==> config.mk <==
export PLATFORM = sky130hd
export DESIGN_NAME = photodiode_event_scanner
export DESIGN_NICKNAME = d
export VERILOG_FILES = /design/src/rtl/pd_scan_pkg.sv /design/src/rtl/pd_debounce.sv /design/src/rtl/photodiode_event_scanner.sv
export SDC_FILE = /design/constraint.sdc
export NUM_CORES = 1
export LEC_CHECK = 0
export BUFFER_PORTS_ARGS = -buffer_cell sky130_fd_sc_hd__buf_4
export CAP_MARGIN = 15
export CORE_AREA = 10 10 265 368
export CTS_CLUSTER_SIZE = 10
export DETAILED_ROUTE_END_ITERATION = 8
export DIE_AREA = 0 0 275 378
export PLACE_DENSITY_LB_ADDON = 0.3
export SETUP_SLACK_MARGIN = 0.2
export SYNTH_ARGS = -nofsm -noshare
export SYNTH_HDL_FRONTEND = slang
export SYNTH_HIERARCHICAL = 1
export SYNTH_SLANG_ARGS = --single-unit
==> constraint.sdc <==
create_clock -name clk -period 7.3 [get_ports clk]
set_input_delay 0.73 -clock clk [delete_from_list [all_inputs] [get_ports clk]]
set_output_delay 0.73 -clock clk [all_outputs]
set_load 0.03 [all_outputs]
==> src/rtl/pd_scan_pkg.sv <==
// Shared register map, CTRL/STATUS bit positions and event layout for the
// photodiode event scanner.
package pd_scan_pkg;
  localparam logic [1:0] ADDR_LEVEL  = 2'd0;
  localparam logic [1:0] ADDR_EVENT  = 2'd1;
  localparam logic [1:0] ADDR_CTRL   = 2'd2;
  localparam logic [1:0] ADDR_STATUS = 2'd3;

  localparam int CTRL_IRQ_EN  = 16;
  localparam int CTRL_RISE_EN = 17;
  localparam int CTRL_FALL_EN = 18;

  localparam int STAT_OVF   = 16;
  localparam int STAT_EMPTY = 17;

  localparam int EV_CH_W = 6;
  localparam int EV_TS_W = 24;

  // Packs to the EVENT word below the valid bit: [30]=brk [29:24]=ch [23:0]=ts
  typedef struct packed {
    logic               brk;
    logic [EV_CH_W-1:0] ch;
    logic [EV_TS_W-1:0] ts;
  } ev_t;
endpackage

==> src/rtl/pd_debounce.sv <==
// One photodiode channel: 2-FF synchroniser, polarity fix-up, stability counter
// and single-cycle break/restore strobes coincident with the level flip.
module pd_debounce #(
  parameter int DEBOUNCE_CYC = 1000,
  parameter bit ACTIVE_LOW   = 1'b1
) (
  input  logic clk,
  input  logic reset_n,
  input  logic i_pd,
  output logic o_level,
  output logic o_rise,
  output logic o_fall
);
  localparam int CW = $clog2(DEBOUNCE_CYC);

  logic          r_s1, r_s2, r_level;
  logic [CW-1:0] r_cnt;
  logic          w_sync, w_flip;

  assign w_sync = r_s2 ^ ACTIVE_LOW;
  // Flip on the DEBOUNCE_CYC-th consecutive mismatching cycle.
  assign w_flip = (w_sync != r_level) && (r_cnt == CW'(DEBOUNCE_CYC - 1));

  always_ff @(posedge clk or negedge reset_n) begin
    if (!reset_n) begin
      r_s1    <= ACTIVE_LOW;
      r_s2    <= ACTIVE_LOW;
      r_level <= 1'b0;
      r_cnt   <= '0;
    end else begin
      r_s1 <= i_pd;
      r_s2 <= r_s1;
      if (w_sync == r_level) begin
        r_cnt <= '0;
      end else if (w_flip) begin
        r_cnt   <= '0;
        r_level <= w_sync;
      end else begin
        r_cnt <= r_cnt + CW'(1);
      end
    end
  end

  assign o_level = r_level;
  assign o_rise  = w_flip & w_sync;
  assign o_fall  = w_flip & ~w_sync;
endmodule

==> src/rtl/photodiode_event_scanner.sv <==
// Multi-channel beam-break scanner: debounced levels, timestamped edge events
// queued in a FIFO, drained over an Avalon-MM slave with a level IRQ.
module photodiode_event_scanner
  import pd_scan_pkg::*;
#(
  parameter int NUM_CH       = 8,
  parameter int DEBOUNCE_CYC = 1000,
  parameter int FIFO_DEPTH   = 16,
  parameter int TS_WIDTH     = 24,
  parameter int TS_PRESCALE  = 50,
  parameter bit ACTIVE_LOW   = 1'b1
) (
  input  logic              clk,
  input  logic              reset_n,
  input  logic [NUM_CH-1:0] pd_in,
  input  logic [1:0]        avs_address,
  input  logic              avs_read,
  input  logic              avs_write,
  input  logic [31:0]       avs_writedata,
  output logic [31:0]       avs_readdata,
  output logic              irq
);
  localparam int AW = $clog2(FIFO_DEPTH);
  localparam int PW = (TS_PRESCALE > 1) ? $clog2(TS_PRESCALE) : 1;

  logic [NUM_CH-1:0]   w_level, w_rise, w_fall, w_qual, w_grant;
  logic [NUM_CH-1:0]   r_pending, r_pend_edge, w_pend_nxt, w_pedge_nxt;
  logic [NUM_CH-1:0]   r_mask;
  logic                r_irq_en, r_rise_en, r_fall_en, r_ovf, r_irq;
  logic [PW-1:0]       r_pre;
  logic [TS_WIDTH-1:0] r_ts;
  logic [AW:0]         r_wptr, r_rptr, w_count;
  ev_t                 r_mem [FIFO_DEPTH];
  ev_t                 w_ev, w_head;
  logic [EV_CH_W-1:0]  w_sel;
  logic                w_sel_edge, w_push, w_pop, w_wen, w_drop, w_ovf_pend;
  logic                w_empty, w_full, w_wr_ctrl, w_wr_stat;
  logic [31:0]         w_ctrl, w_rd, r_rdata;
  logic                w_unused_wd;

  for (genvar g = 0; g < NUM_CH; g++) begin : g_ch
    pd_debounce #(.DEBOUNCE_CYC(DEBOUNCE_CYC), .ACTIVE_LOW(ACTIVE_LOW)) u_db (
      .clk(clk), .reset_n(reset_n), .i_pd(pd_in[g]),
      .o_level(w_level[g]), .o_rise(w_rise[g]), .o_fall(w_fall[g])
    );
  end

  always_ff @(posedge clk or negedge reset_n) begin
    if (!reset_n) begin
      r_pre <= '0;
      r_ts  <= '0;
    end else if (r_pre == PW'(TS_PRESCALE - 1)) begin
      r_pre <= '0;
      r_ts  <= r_ts + TS_WIDTH'(1);
    end else begin
      r_pre <= r_pre + PW'(1);
    end
  end

  assign w_wr_ctrl = avs_write && (avs_address == ADDR_CTRL);
  assign w_wr_stat = avs_write && (avs_address == ADDR_STATUS);
  assign w_qual    = r_mask & ((w_rise & {NUM_CH{r_rise_en}}) | (w_fall & {NUM_CH{r_fall_en}}));
  assign w_grant   = r_pending & (~r_pending + NUM_CH'(1));
  assign w_push    = |r_pending;

  always_comb begin
    w_sel      = '0;
    w_sel_edge = 1'b0;
    for (int i = NUM_CH - 1; i >= 0; i--) begin
      if (r_pending[i]) begin
        w_sel      = EV_CH_W'(i);
        w_sel_edge = r_pend_edge[i];
      end
    end
  end

  // A new edge may re-arm a channel in the same cycle its old event is granted.
  always_comb begin
    w_pend_nxt  = r_pending & ~w_grant;
    w_pedge_nxt = r_pend_edge;
    w_ovf_pend  = 1'b0;
    for (int i = 0; i < NUM_CH; i++) begin
      if (w_qual[i]) begin
        if (w_pend_nxt[i]) begin
          w_ovf_pend = 1'b1;
        end else begin
          w_pend_nxt[i]  = 1'b1;
          w_pedge_nxt[i] = w_rise[i];
        end
      end
    end
    if (w_wr_ctrl) w_pend_nxt = w_pend_nxt & avs_writedata[NUM_CH-1:0];
  end

  assign w_ev    = '{brk: w_sel_edge, ch: w_sel, ts: EV_TS_W'(r_ts)};
  assign w_count = r_wptr - r_rptr;
  assign w_empty = (w_count == '0);
  assign w_full  = (w_count == (AW+1)'(FIFO_DEPTH));
  assign w_pop   = avs_read && (avs_address == ADDR_EVENT) && !w_empty;
  assign w_wen   = w_push && (!w_full || w_pop);
  assign w_drop  = w_push && w_full && !w_pop;
  assign w_head  = r_mem[r_rptr[AW-1:0]];

  always_ff @(posedge clk) begin
    if (w_wen) r_mem[r_wptr[AW-1:0]] <= w_ev;
  end

  always_ff @(posedge clk or negedge reset_n) begin
    if (!reset_n) begin
      r_pending   <= '0;
      r_pend_edge <= '0;
      r_wptr      <= '0;
      r_rptr      <= '0;
      r_ovf       <= 1'b0;
      r_mask      <= '1;
      r_irq_en    <= 1'b0;
      r_rise_en   <= 1'b1;
      r_fall_en   <= 1'b1;
      r_rdata     <= '0;
      r_irq       <= 1'b0;
    end else begin
      r_pending   <= w_pend_nxt;
      r_pend_edge <= w_pedge_nxt;
      if (w_wen) r_wptr <= r_wptr + (AW+1)'(1);
      if (w_pop) r_rptr <= r_rptr + (AW+1)'(1);
      if (w_drop || w_ovf_pend)               r_ovf <= 1'b1;
      else if (w_wr_stat && avs_writedata[STAT_OVF]) r_ovf <= 1'b0;
      if (w_wr_ctrl) begin
        r_mask    <= avs_writedata[NUM_CH-1:0];
        r_irq_en  <= avs_writedata[CTRL_IRQ_EN];
        r_rise_en <= avs_writedata[CTRL_RISE_EN];
        r_fall_en <= avs_writedata[CTRL_FALL_EN];
      end
      r_rdata <= avs_read ? w_rd : '0;
      r_irq   <= r_irq_en & ~w_empty;
    end
  end

  always_comb begin
    w_ctrl               = 32'(r_mask);
    w_ctrl[CTRL_IRQ_EN]  = r_irq_en;
    w_ctrl[CTRL_RISE_EN] = r_rise_en;
    w_ctrl[CTRL_FALL_EN] = r_fall_en;
    w_rd                 = '0;
    case (avs_address)
      ADDR_LEVEL: w_rd = 32'(w_level);
      ADDR_EVENT: w_rd = w_empty ? '0 : {1'b1, w_head};
      ADDR_CTRL:  w_rd = w_ctrl;
      default: begin
        w_rd             = 32'(w_count);
        w_rd[STAT_OVF]   = r_ovf;
        w_rd[STAT_EMPTY] = w_empty;
      end
    endcase
  end

  assign w_unused_wd  = ^avs_writedata;
  assign avs_readdata = r_rdata;
  assign irq          = r_irq;
endmodule
# Word level (Yosys, flattened, before mapping)
# Memories as Yosys holds them, arrays and structs flattened.
# Index checks and enable logic that the tools add are counted.
[word_totals]
reg_bits = 205
ramBits = 496
in_bits = 46
output_inout_bits = 33
memories = 1
[op_classes]
addsub = 14
eq_ne = 29
mux = 65
n_bitwise = 51
n_reduce_logical = 41
[mem_list]
columns = ["name", "depth", "width", "rd", "rd_ports_with_merged_regs", "write_ports", "line_no", "source"]
rows = [
  ["r_mem", 16, 31, 1, 0, 1, "photodiode_event_scanner.sv:33", "ev_t r_mem [FIFO_DEPTH];"],
]
[ops]
columns = ["cell", "n"]
rows = [
  ["$mux W10", 16],
  ["$pmux W32 S3", 1],
  ["$add A10 B1 Y10 const B", 8],
  ["$eq A10 B10 Y1 const B", 8],
  ["$mux W32", 2],
  ["$and A8 B8 Y8", 6],
  ["$mux W6", 8],
  ["$mux W1", 36],
  ["$reduce_and A2 Y1", 16],
  ["$not A1 Y1", 25],
  ["$add A24 B1 Y24 const B", 1],
  ["$and A1 B1 Y1", 17],
  ["$logic_and A1 B1 Y1", 16],
  ["$not A8 Y8", 2],
  ["$add A5 B1 Y5 const B", 2],
  ["$add A8 B1 Y8 const B", 1],
  ["$eq A1 B1 Y1", 8],
  ["$mux W8", 1],
  ["$ne A1 B1 Y1", 8],
  ["$or A8 B8 Y8", 1],
  ["$reduce_or A8 Y1", 1],
  ["$add A6 B1 Y6 const B", 1],
  ["$eq A6 B6 Y1 const B", 1],
  ["$eq A5 B5 Y1 const B", 1],
  ["other kinds (9)", 13],
]

# Logic depth before layout (Yosys ltp)
[logic_depth]
word_depth = 24
mapped_depth = 12
ltp_nobuf = 10

# Cells and area by module
# The synthesis kept the hierarchy.
[by_module_without_submodules]
columns = ["module", "instances", "cells_per_inst", "area_each_um2", "seq_area_each_um2"]
rows = [
  ["photodiode_event_scanner", 1, 1163, 21909.8, 15917.8],
  ["pd_debounce", 8, 60, 625.6, 327.8],
]

# Worst setup path before layout
# No wires, ideal clock.
[synth_timing]
path_kind = "register to register"
startpoint = "register r_rptr[1]"
endpoint = "memory r_mem[15][0] in the netlist's numbering, enable pin"
setup_ps = 426
t_arrival_ps = 3498
required_ps = 6874
setup_slack_ps = 3377
path_stages_with_launch = 10
path_buffers = 3
period_less_slack_ps = 3923
path_cell_list = "dfrtp_1 -> buf_4 -> buf_4 -> inv_2 -> clkbuf_1 -> fa_1 -> nand3_1 -> a21oi_1 -> nor3_4 -> a21oi_1"
[synth_between]
elab_chain_cells = 8
word_cells_on_any_way = 10
[synth_lines]
columns = ["element", "line_no", "source"]
rows = [
  ["from (decl)", "photodiode_event_scanner.sv:32", "logic [AW:0] r_wptr, r_rptr, w_count;"],
  ["from (signal assigned)", "photodiode_event_scanner.sv:125", "if (w_pop) r_rptr <= r_rptr + (AW+1)'(1);"],
  ["$sub A5 B5 Y5 (*)", "photodiode_event_scanner.sv:96", "assign w_count = r_wptr - r_rptr;"],
  ["$logic_not A5 Y1", "photodiode_event_scanner.sv:97", "assign w_empty = (w_count == '0);"],
  ["$logic_not A1 Y1", "photodiode_event_scanner.sv:99", "assign w_pop = avs_read && (avs_address == ADDR_EVENT) && !w_empty;"],
  ["$logic_and A1 B1 Y1", "photodiode_event_scanner.sv:99", ""],
  ["$logic_or A1 B1 Y1 (*)", "photodiode_event_scanner.sv:100", "assign w_wen = w_push && (!w_full || w_pop);"],
  ["$logic_and A1 B1 Y1 (*)", "photodiode_event_scanner.sv:100", ""],
  ["$mux W1 (*)", "photodiode_event_scanner.sv:105", "if (w_wen) r_mem[r_wptr[AW-1:0]] <= w_ev;"],
  ["$mux W1 (implied by the code) (*)", "photodiode_event_scanner.sv:105", ""],
  ["to (decl)", "photodiode_event_scanner.sv:33", ""],
]
# Mark *: on every way between the ends. The rest lies on a longest branch, timed or not.

# Final worst setup path
[layout_timing]
startpoint = "register r_rptr[1]"
endpoint = "memory r_mem[13][24] in the netlist's numbering, enable pin"
# Same word-level chain as after synthesis.

==> flow_summary_export.csv <==
group,metric,value,unit
run_status,status,"finished clean",
pwr,p_per_area,312,mW/mm2
logic_synthesis,postSynth.asyncResetShare,31.1,%
timing,setup_tns,0,ns
final_layout,fillers,8703,
timing,rsz0062_at_grt,"no",
clock_tree,ctsLongestPathBuffers,3,
timing,max_slew.worst_pin.slew,1.11,ns
clock_tree,clk_pin_slew,0.06,ns
pwr,peakVddDrop,0.221,mV
final_layout,final_cells,2984,
logic_synthesis,synth-adder-area-share,1.00,%
grt,grt_antenna_before_repair,0,
logic_synthesis,ys_ff_latch,650,
timing,worst_slack,2.78,ns
clock_tree,cts_max_level,3,
final_layout,nets,1792,
routing,vias_per_cell,4.90,
routing,routed-wl-met2,32600,um
placed_design,dp_hpwl,35300,um
routing,drc,0,
routing,postRouteAntennaNets,0,
timing,setup_violations,0,
floorplan,start_util,29.6,%
routing,dr.pass1.iters,5,
floorplan,die-height,378,um
routing,post_drt_wl_per_cell,20.6,um
final_layout,multiInputGateArea,0.00797,mm2
timing,slew_headroom,25.7,%
placed_design,placed_cells,2843,
placed_design,gp_congestion,0.800,
critical_path,crit_type,"reg -> reg",
logic_synthesis,yosysSeqAreaShare,68.9,%
routing,wl_met3,2830,um
final_layout,final_util,34.1,%
final_layout,drive_gt1_share,20.9,%
timing,post-route-period-util,62.0,%
floorplan,die_w,275,um
clock_tree,cts_setup_buffers,0,
final_layout,diodes,0,
clock_tree,cts.repair.resized,0,
floorplan,die_area,0.104,mm2
logic_synthesis,synth_top_family_by_area,"multiplexers",
grt,grt_util_all_layers,11.9,%
grt,grt_overflow,0,
run,drv_cap,0,
logic_synthesis,synth_compound_gate_area_share,5.37,%
clock_tree,clk_latency,0.64,ns
logic_synthesis,synth_edf_count,448,
placed_design,io_buffers,54,
logic_synthesis,synthMuxAreaShare,12.2,%
routing,vias,14600,
floorplan,rows,131,
clock_tree,cts_sinks,650,
final_layout,seq_area,0.0185,mm2
critical_path,worst_setup_path_start_kind,"flop",
hold_path,hold_path_class,"in -> async",
final_layout,syn_to_final_growth,15.1,%
logic_synthesis,syn_area_per_cell,16.4,um2
logic_synthesis,yosys_warnings,6,
critical_path,critPathLaunch,"r_rptr[1]",
clock_tree,cts_tree,"done",
critical_path,required,7.52,ns
timing,hold_ws,0.144,ns
routing,wirelength,61500,um
routing,highest_layer,"met4",
critical_path,end_kind,"flop",
logic_synthesis,synth-simple-area-share,8.31,%
critical_path,r2r-start,"r_rptr[1]",
timing,fin_worst_skew,0.0452,ns
clock_tree,root_buffer,"clkbuf_16",
logic_synthesis,synth_xor_area_share,2.51,%
logic_synthesis,synth_cells,1643,
timing,finalMaxSlewViolations,0,
routing,met1Wirelength,24100,um
clock_tree,holdBufCountCts,0,
floorplan,fp.coreArea,0.0908,mm2
logic_synthesis,syn_area,0.0269,mm2
timing,hold_viol,0,
critical_path,cp.arrival,4.74,ns
pwr,leakage,0.0110,uW
grt,grt_pass1_wl,95500,um
routing,drtIter0Drc,998,
grt,grt_start_max_net_pins,111,
critical_path,crit_fanout,38,
floorplan,ioPinCount,79,
clock_tree,cts_buffers,76,
placed_design,pre_cts_slack,2.71,ns
grt,grt_pass1_vias,15600,
timing,fmax,221,MHz
logic_synthesis,synthFlopType,"edfxtp_1",
logic_synthesis,synth_cell_types,67,
timing,period_needed,4.52,ns
## flip-flops by register name, indices dropped and copies added (netlist names), 8 cells and up
name               flops
r_mem                448
g_ch.u_db/r_cnt       80
r_pending              8
g_ch.u_db/r_s1         8
r_ts                  24
g_ch.u_db/o_level      8
g_ch.u_db/r_s2         8
r_mask                 8
r_pend_edge            8
avs_readdata          29
## path summary, 6_finish.rpt
| path | end | slack [ns] | cells past startpoint |
|---|---|---|---|
| worst min-delay path | g_ch[5].u_db/r_cnt[5] | 0.14 | 1 |
| min in group clk | g_ch[2].u_db/r_s1 | 0.21 | 1 |
| worst max register to register | r_mem[13][24] | 2.78 | 7 |
| worst min register to register | g_ch[6].u_db/r_s2 | 0.35 | 0 |
| worst max-delay path | r_mem[13][24] | 2.78 | 7 |
| max in group asynchronous | r_rptr[0] | 6.02 | 2 |
## power breakdown
part           switching (uW)  internal, uW
Clock                    1500          2080
Combinational             984           891
Sequential                219          4000
## cell type report
cell class	instances	share of cell area [%]
clock inverters	9	0.703
clock buffers	131	6.87
well taps	1197	4.83
multi-input cells	904	25.7
flip-flops and latches	650	59.9
repair buffers	63	1.67
inverters	30	0.363
## cell usage after synthesis, drive strengths merged, types with 26 or more instances
master	instances	area share, %
a21oi	46	0.86
mux4	112	9.4
nand2	94	1.3
a211oi	35	0.98
xnor2	38	1.2
and3	37	0.86
nor2	78	1.1
nand4	26	0.65
buf	39	0.98
o21ai	62	1.2
edfxtp	448	50
xor2	39	1.3
dfstp	26	2.5
dfrtp	176	16
inv	30	0.42
nand3	63	1.3
mux2i	49	1.8
## critical path, stage by stage, from the launching register on
cell and delay (ns):
dfrtp_4 0.82, inv_2 0.55, fa_1 0.60, xor2_1 0.26, nand4b_1 0.19, nand2_1 0.20
a21boi_4 0.37, and4_2 1.04
## stage by stage
| step | area [um2] | power (uW) |
|---|---|---|
| final | 31000 | 9670 |
| after global routing | 31000 | 10100 |
| after CTS | 31000 | 9820 |
| after detailed placement | 28600 | 6210 |
| after global placement | 28600 | 6210 |
| after floorplan | 26900 | 5650 |
## cells in the final DEF (no fill, tap or decap), types with 6 or more instances in the layout
| cell type | Yosys | final |
|---|---|---|
| edfxtp_1 | 448 | 448 |
| dfrtp_1 | 176 | 173 |
| mux4_2 | 112 | 112 |
| nand2_1 | 93 | 93 |
| nor2_1 | 78 | 78 |
| clkbuf_16 | 0 | 77 |
| o21ai_0 | 62 | 62 |
| buf_4 | 22 | 59 |
| nand3_1 | 54 | 54 |
| clkbuf_1 | 22 | 54 |
| mux2i_1 | 49 | 49 |
| a21oi_1 | 46 | 43 |
| xor2_1 | 39 | 39 |
| xnor2_1 | 38 | 38 |
| a211oi_1 | 35 | 35 |
| and3_1 | 37 | 31 |
| inv_1 | 27 | 27 |
| dfstp_2 | 26 | 26 |
| nand4_1 | 24 | 24 |
| o31ai_1 | 24 | 24 |
| or3_1 | 24 | 24 |
| mux2_2 | 23 | 23 |
| ha_1 | 20 | 20 |
| nor2b_1 | 14 | 14 |
| nor3_1 | 12 | 12 |
| and4_1 | 14 | 11 |
| nand3_2 | 9 | 9 |
| a22o_1 | 8 | 8 |
| nand4bb_2 | 8 | 8 |
| o21ba_2 | 8 | 8 |
| or4_1 | 8 | 8 |
| o21a_1 | 8 | 8 |
| a31oi_1 | 7 | 7 |
| and3_2 | 0 | 6 |
## logic make-up after synthesis
family / after synthesis
buffers and inverters: 91
DFF: 650
xor gates and xnor gates: 77
muxes: 185
other: 1
AOI/OAI and AO/OA: 218
adders and majority gates: 21
and+or+nand+nor: 400
## metal layers
metal	vias up	global-route usage (%)
met2	320	21.3
met3	103	1.88
met1	7606	13.9
met4	0	4.85
li1	6586	-
met5	-	0
Power figures use the tool's default switching activity.
